===== config.mk =====
export PLATFORM = sky130hd
export DESIGN_NAME = atree_loader
export DESIGN_NICKNAME = d
export VERILOG_FILES = /design/src/rtl/atree_pkg.sv /design/src/rtl/atree_loader.sv
export SDC_FILE = /design/constraint.sdc
export NUM_CORES = 1
export LEC_CHECK = 0
export CORE_AREA = 2 2 64 66
export DETAILED_ROUTE_END_ITERATION = 8
export DIE_AREA = 0 0 66 68
export GPL_ROUTABILITY_DRIVEN = 0
export PLACE_DENSITY = 0.75
export SYNTH_ARGS = -nofsm -noshare
export SYNTH_HDL_FRONTEND = slang
export SYNTH_SLANG_ARGS = --single-unit
export TNS_END_PERCENT = 50

===== constraint.sdc =====
create_clock -name clk -period 1.21 [get_ports clk]
set_input_delay 0.242 -clock clk [delete_from_list [all_inputs] [get_ports clk]]
set_output_delay 0.242 -clock clk [all_outputs]
set_load 0.005 [all_outputs]

===== src/rtl/atree_pkg.sv =====
// Shared definitions for the adder tree and its stream loader.
package atree_pkg;

   typedef enum logic {FILL, FULL} state_t;

   function automatic int unsigned lanes(input int unsigned levels);
      return 32'(1) << levels;
   endfunction

   function automatic int unsigned sum_w(input int unsigned in_width, input int unsigned levels);
      return in_width + levels;
   endfunction

endpackage


===== src/rtl/atree_loader.sv =====
// Stream-to-parallel loader: packs 2**LEVELS samples into one frame for atree.
// Optional partial-frame close enabled by ATREE_LOADER_FLUSH_EN.
module atree_loader
   import atree_pkg::*;
#(
   parameter int unsigned IN_WIDTH = 8,
   parameter int unsigned LEVELS   = 2
) (
   input  logic                                 clk,
   input  logic                                 rst,
   input  logic                                 in_valid,
   output logic                                 in_ready,
   input  logic [IN_WIDTH-1:0]                  in_data,
   output logic                                 out_valid,
   input  logic                                 out_ready,
`ifdef ATREE_LOADER_FLUSH_EN
   input  logic                                 flush,
`endif
   output logic [lanes(LEVELS)*IN_WIDTH-1:0]    out_vec
);

   localparam int unsigned LANES = lanes(LEVELS);
   localparam int unsigned VEC_W = LANES * IN_WIDTH;

   state_t              state, state_n;
   logic [LEVELS-1:0]   cnt, cnt_n;
   logic [VEC_W-1:0]    vec_n;
   logic                accept;
   logic [LEVELS-1:0]   wr_idx;
   logic                do_flush;
   int                  zero_from;

   // Ready passes through from downstream while a frame is held.
   assign in_ready  = !rst && ((state == FILL) || out_ready);
   assign out_valid = (state == FULL);
   assign accept    = in_valid && in_ready;
   assign wr_idx    = (state == FULL) ? '0 : cnt;

`ifdef ATREE_LOADER_FLUSH_EN
   assign do_flush  = flush && (state == FILL) && ((cnt != '0) || accept);
`else
   assign do_flush  = 1'b0;
`endif
   assign zero_from = int'(cnt) + (accept ? 1 : 0);

   always_ff @(posedge clk) begin
      if (rst) begin
         state   <= FILL;
         cnt     <= '0;
         out_vec <= '0;
      end else begin
         state   <= state_n;
         cnt     <= cnt_n;
         out_vec <= vec_n;
      end
   end

   always_comb begin
      state_n = state;
      cnt_n   = cnt;
      vec_n   = out_vec;

      // Lane write decoder; flush zero-pads lanes after the last real sample.
      for (int k = 0; k < int'(LANES); k++) begin
         if (accept && (LEVELS'(k) == wr_idx))
            vec_n[k*IN_WIDTH +: IN_WIDTH] = in_data;
         else if (do_flush && (k >= zero_from))
            vec_n[k*IN_WIDTH +: IN_WIDTH] = '0;
      end

      case (state)
         FILL: begin
            if (accept) begin
               cnt_n = cnt + LEVELS'(1);
               if (cnt == LEVELS'(LANES - 1))
                  state_n = FULL;
            end
            if (do_flush) begin
               cnt_n   = '0;
               state_n = FULL;
            end
         end
         FULL: begin
            if (out_ready) begin
               state_n = FILL;
               cnt_n   = accept ? LEVELS'(1) : '0;
            end
         end
         default: begin
            state_n = FILL;
            cnt_n   = '0;
         end
      endcase
   end

endmodule


==> report_table.html <==
<table>
<tr><th>Metric</th><th>Value</th></tr>
<tr><th colspan="2">Floorplan</th></tr>
<tr><td>Horiz. Die Dim</td><td>66 um</td></tr>
<tr><td>Starting utilization of the core area</td><td>38.8%</td></tr>
<tr><td>Area of the die</td><td>0.00449 mm^2</td></tr>
<tr><td>Core Area</td><td>approximately 0.0039 mm^2</td></tr>
<tr><td>Height of the die</td><td>a little under 70 um</td></tr>
<tr><td>Boundary Pins</td><td>46</td></tr>
<tr><td>Number of rows in the core area</td><td>23</td></tr>
<tr><th colspan="2">Detailed routing</th></tr>
<tr><td>Met2 Routed Length</td><td>2130 um</td></tr>
<tr><td>Total number of vias</td><td>between 1000 and 1500</td></tr>
<tr><td>Remaining number of nets flagged by the antenna check after routing</td><td>0</td></tr>
<tr><td>Routed length on met1</td><td>approximately 1800 um</td></tr>
<tr><td>Detailed-route DRC error count</td><td>0</td></tr>
<tr><td>Initial DRC count</td><td>roughly 150</td></tr>
<tr><td>Per-cell via count in the routed design</td><td>between 5 and 6</td></tr>
<tr><td>Wire length on met3</td><td>~350 um</td></tr>
<tr><td>First-pass DRT Iterations</td><td>4</td></tr>
<tr><td>Routed length per placed instance</td><td>15.6 um</td></tr>
<tr><td>Total routed wirelength</td><td>about 4300 um</td></tr>
<tr><td>Topmost layer with routed signal wires</td><td>met4</td></tr>
<tr><th colspan="2">Worst setup path</th></tr>
<tr><td>Crit path largest cell delay</td><td>0.39 ns</td></tr>
<tr><td>Termination of the worst setup path</td><td>out_vec[14]$_SDFFE_PP0P_</td></tr>
<tr><td>Most common cell on crit path</td><td>buf_4</td></tr>
<tr><td>Reg2reg start</td><td>cnt[1]$_SDFFE_PP0P_</td></tr>
<tr><td>Launch point of the critical path</td><td>cnt[1]$_SDFFE_PP0P_</td></tr>
<tr><td>Critical path class</td><td>reg2reg</td></tr>
<tr><td>Critical path fanouts, max</td><td>8</td></tr>
<tr><td>Reg-to-Reg End</td><td>out_vec[14]$_SDFFE_PP0P_</td></tr>
<tr><td>Sort of element at the start of the critical path</td><td>register</td></tr>
<tr><td>Cells along the critical path</td><td>buf_4 &gt; nand4bb_1 &gt; buf_4 &gt; o21ai_1 &gt; a21oi_2</td></tr>
<tr><td>WP data arrival</td><td>1.42 ns</td></tr>
<tr><td>Type of element capturing the critical path</td><td>register</td></tr>
<tr><td>Path depth of the worst reg2reg path</td><td>5</td></tr>
<tr><td>Reg2Reg Setup Slack</td><td>-0.03 ns</td></tr>
<tr><td>Slowest-stage cell, CP</td><td>dfxtp_2</td></tr>
<tr><td>CP required</td><td>~1.4 ns</td></tr>
<tr><th colspan="2">Power</th></tr>
<tr><td>Peak VDD IR</td><td>~0.66 mV</td></tr>
<tr><td>Power density normalized to cell area</td><td>1230 mW/mm^2</td></tr>
<tr><td>Leak Pwr</td><td>about 0.97 nW</td></tr>
<tr><th colspan="2">Timing</th></tr>
<tr><td>Number of failing hold endpoints at the final stage</td><td>0</td></tr>
<tr><td>Final critical-path required period</td><td>about 1.2 ns</td></tr>
<tr><td>Final number of max-transition violations</td><td>0</td></tr>
<tr><td>Final worst setup slack</td><td>-0.0337 ns</td></tr>
<tr><td>Top achievable clock speed</td><td>about 800 MHz</td></tr>
<tr><td>Final sum of negative setup slack</td><td>-0.249 ns</td></tr>
<tr><td>Worst Max-Slew Pin Slew</td><td>0.357 ns</td></tr>
<tr><td>Headroom to the max-slew limit</td><td>between 70% and 80%</td></tr>
<tr><td>Worst Skew</td><td>between 0.007 and 0.008 ns</td></tr>
<tr><td>Final setup viols</td><td>15</td></tr>
<tr><td>Setup repair after global routing missed its margin</td><td>yes</td></tr>
<tr><td>Portion of the clock cycle consumed by the worst path in the final layout</td><td>103%</td></tr>
<tr><th colspan="2">Outcome</th></tr>
<tr><td>Violations in the final reports</td><td>negative setup slack</td></tr>
<tr><td>Status</td><td>complete, but fails checks</td></tr>
<tr><th colspan="2">Yosys</th></tr>
<tr><td>Syn Area/Cell</td><td>a little under 9 um^2</td></tr>
<tr><td>Seq/Total Area, Yosys</td><td>a little under half</td></tr>
<tr><td>Most instantiated library cell after synthesis</td><td>dfxtp_1</td></tr>
<tr><td>Mapped Cells</td><td>between 150 and 200</td></tr>
<tr><td>Yosys warnings</td><td>0</td></tr>
<tr><td>Synth Net Count</td><td>about 180</td></tr>
<tr><td>Proportion of netlist area held by the largest area contributor</td><td>about 47%</td></tr>
<tr><td>Most area-consuming cells after synthesis</td><td>dfxtp_1 (47%), a21oi_1 (9.0%), nand3_1 (8.0%), nand2b_1 (7.1%), o21ai_1 (6.0%)</td></tr>
<tr><td>Library cells used by synthesis</td><td>25</td></tr>
<tr><td>Share of flip-flops with an asynchronous set or reset</td><td>0%</td></tr>
<tr><td>Cell Area, Synth</td><td>around 0.0015 mm^2</td></tr>
<tr><td>Synth area leader</td><td>dfxtp_1</td></tr>
<tr><td>Seq cells post-synth</td><td>35</td></tr>
<tr><td>Number of flops mapped to enable cells by yosys</td><td>0</td></tr>
<tr><td>Ys flop type</td><td>dfxtp_1</td></tr>
<tr><td>Top cells by instance count after synthesis</td><td>dfxtp_1 (35), a21oi_1 (27), nand3_1 (24), o21ai_1 (18), nand2b_1 (17)</td></tr>
<tr><th colspan="2">Layout</th></tr>
<tr><td>P&amp;R area growth vs syn</td><td>54.3%</td></tr>
<tr><td>Area occupied by multi-input gates</td><td>836 um^2</td></tr>
<tr><td>Number of nets at the end of the flow</td><td>around 240</td></tr>
<tr><td>Sequential cell area</td><td>~720 um^2</td></tr>
<tr><td>Util after Layout</td><td>about three fifths</td></tr>
<tr><td>Diode insertion count for antenna repair</td><td>0</td></tr>
<tr><td>Filler cell count in the final layout</td><td>approximately 350</td></tr>
<tr><td>Share of post-route cells with drive strength above 1</td><td>between 20% and 30%</td></tr>
<tr><th colspan="2">GRT</th></tr>
<tr><td>Number of antenna violations at the first check in global routing</td><td>0</td></tr>
<tr><td>Via count of the first global-routing pass</td><td>between 1000 and 1500</td></tr>
<tr><td>First-pass GRT wire length</td><td>6440 um</td></tr>
<tr><td>Total global routing overflow</td><td>0</td></tr>
<tr><td>GRT Total Usage</td><td>19.4%</td></tr>
<tr><td>Maximum number of pins on one net before global-route repair</td><td>29</td></tr>
<tr><th colspan="2">Placed design</th></tr>
<tr><td>Buffers added on ports</td><td>between 40 and 50</td></tr>
<tr><td>Placed wire-length estimate after detailed placement</td><td>about 2600 um</td></tr>
<tr><th colspan="2">Flow run</th></tr>
<tr><td>Max-capacitance violation count</td><td>0</td></tr>
<tr><th colspan="2">CTS</th></tr>
<tr><td>Depth of the CTS H-tree</td><td>2</td></tr>
<tr><td>Number of sinks on the clock net</td><td>35</td></tr>
<tr><td>TritonCTS buffer count</td><td>5</td></tr>
<tr><td>Clock slew at the register clock pins of the worst setup and hold paths</td><td>around 0.07 ns</td></tr>
<tr><td>Cell at the root of the clock tree</td><td>clkbuf_8</td></tr>
<tr><td>Number of buffers on the longest clock path</td><td>2</td></tr>
<tr><td>Clock latency of the later-clocked register in the worst-skew pair</td><td>0.30 ns</td></tr>
<tr><td>Number of buffers added to fix hold violations after cts</td><td>0</td></tr>
<tr><td>Setup bufs post-CTS</td><td>0</td></tr>
<tr><td>CTS tree</td><td>built</td></tr>
<tr><th colspan="2">Hold path</th></tr>
<tr><td>Type of the worst min-delay path</td><td>in2reg</td></tr>
</table>
-- final cells by class --
cell class	count	share of cell area, %
clock buffers	6	3.14
repair buffers	63	24.0
well taps	50	2.71
clock inverters	2	2.60
flip-flops and latches	35	31.2
inverters	1	0.162
multi-input cells	119	36.2
-- layer usage --
layer  track usage (%)  up-vias
met5                 0        -
met1              25.4      696
met3              7.07        5
li1                  -      713
met2              29.2       65
met4              7.40        0
-- repair_timing --
item,4_1_cts,5_1_grt
gates cloned,0,2
setup endpoints to repair,67,35
gates resized for setup,59,21
pin swaps,0,5
-- report_power, final --
part           internal [mW]  switching (mW)
sequential              1.19          0.0276
combinational          0.175           0.189
clock                  0.824           0.446
-- worst min path at each step --
stage | start | end | slack, ns | cells after the start
final | rst | cnt[1]$_SDFFE_PP0P_ | 0.43 | 2
after global routing | rst | cnt[1]$_SDFFE_PP0P_ | 0.45 | 2
after CTS | rst | cnt[1]$_SDFFE_PP0P_ | 0.38 | 2
after detailed placement | out_vec[4]$_SDFFE_PP0P_ | out_vec[4]$_SDFFE_PP0P_ | 0.47 | 2
after global placement | out_vec[6]$_SDFFE_PP0P_ | out_vec[6]$_SDFFE_PP0P_ | 0.46 | 2
after floorplan | in_data[2] | out_vec[10]$_SDFFE_PP0P_ | 0.39 | 2
-- critical path, delay by kind of cell (launching register included) --
kind	cells	cell delay, ns
AND/OR/NAND/NOR	1	0.16
AO/OA/AOI/OAI	2	0.22
flip-flops	1	0.39
buffers and inverters	2	0.35
-- cells in the final DEF, fill, tap and decap left out --
cell type | synthesis | layout
a221o_1 | 1 | 1
nand3_1 | 24 | 21
nor2b_2 | 0 | 2
inv_2 | 1 | 1
buf_6 | 1 | 2
o21ai_2 | 0 | 3
nand3_2 | 0 | 3
nand4bb_4 | 0 | 2
nand4bb_1 | 1 | 1
a21oi_2 | 0 | 8
nand2_1 | 1 | 1
nor2_1 | 3 | 3
nor3b_2 | 1 | 1
mux2i_1 | 8 | 8
buf_2 | 6 | 1
a21oi_1 | 27 | 19
ha_1 | 1 | 1
bufinv_16 | 0 | 2
a31o_4 | 0 | 1
buf_12 | 0 | 1
nor2b_1 | 4 | 2
nand2b_1 | 17 | 17
a31oi_2 | 1 | 1
o21ai_1 | 18 | 19
clkbuf_1 | 5 | 1
dlygate4sd2_1 | 0 | 34
and4bb_1 | 1 | 1
buf_4 | 1 | 14
dfxtp_2 | 0 | 16
clkdlybuf4s15_1 | 0 | 1
o21ai_0 | 7 | 3
dfxtp_1 | 35 | 19
clkbuf_2 | 0 | 1
clkdlybuf4s50_1 | 0 | 9
nor4b_4 | 0 | 1
clkbuf_8 | 0 | 5
-- through the flow --
step                hold WS, ns  total power [mW]  instances  instance area (um^2)  setup WS [ns]
floorplan                 0.390              1.41        169                  1510        0.00292
finish                    0.433              2.85        276                  2310        -0.0337
detailed placement        0.466              1.59        266                  2090         -0.466
CTS                       0.382              2.83        274                  2220        -0.0998
global placement          0.461              1.59        266                  2090         -0.452
global route              0.447              2.95        276                  2310         -0.106
-- sequential cells by signal, summed over array words and instances (netlist names) --
signal and flops:
out_vec 32, cnt 2, out_valid 1
-- logic make-up (layout without fill, tap and decap cells) --
family          count (synthesis)  in the layout  share of synthesized area (%)
mux                             8              8                           5.35
compound gates                 55             55                           19.5
flops                          35             35                           46.8
simple gates                   54             55                           22.3
buf+inv                        16             72                           5.26
fa+ha+maj                       1              1                          0.835
No activity file was read; power rests on OpenSTA's default activity.
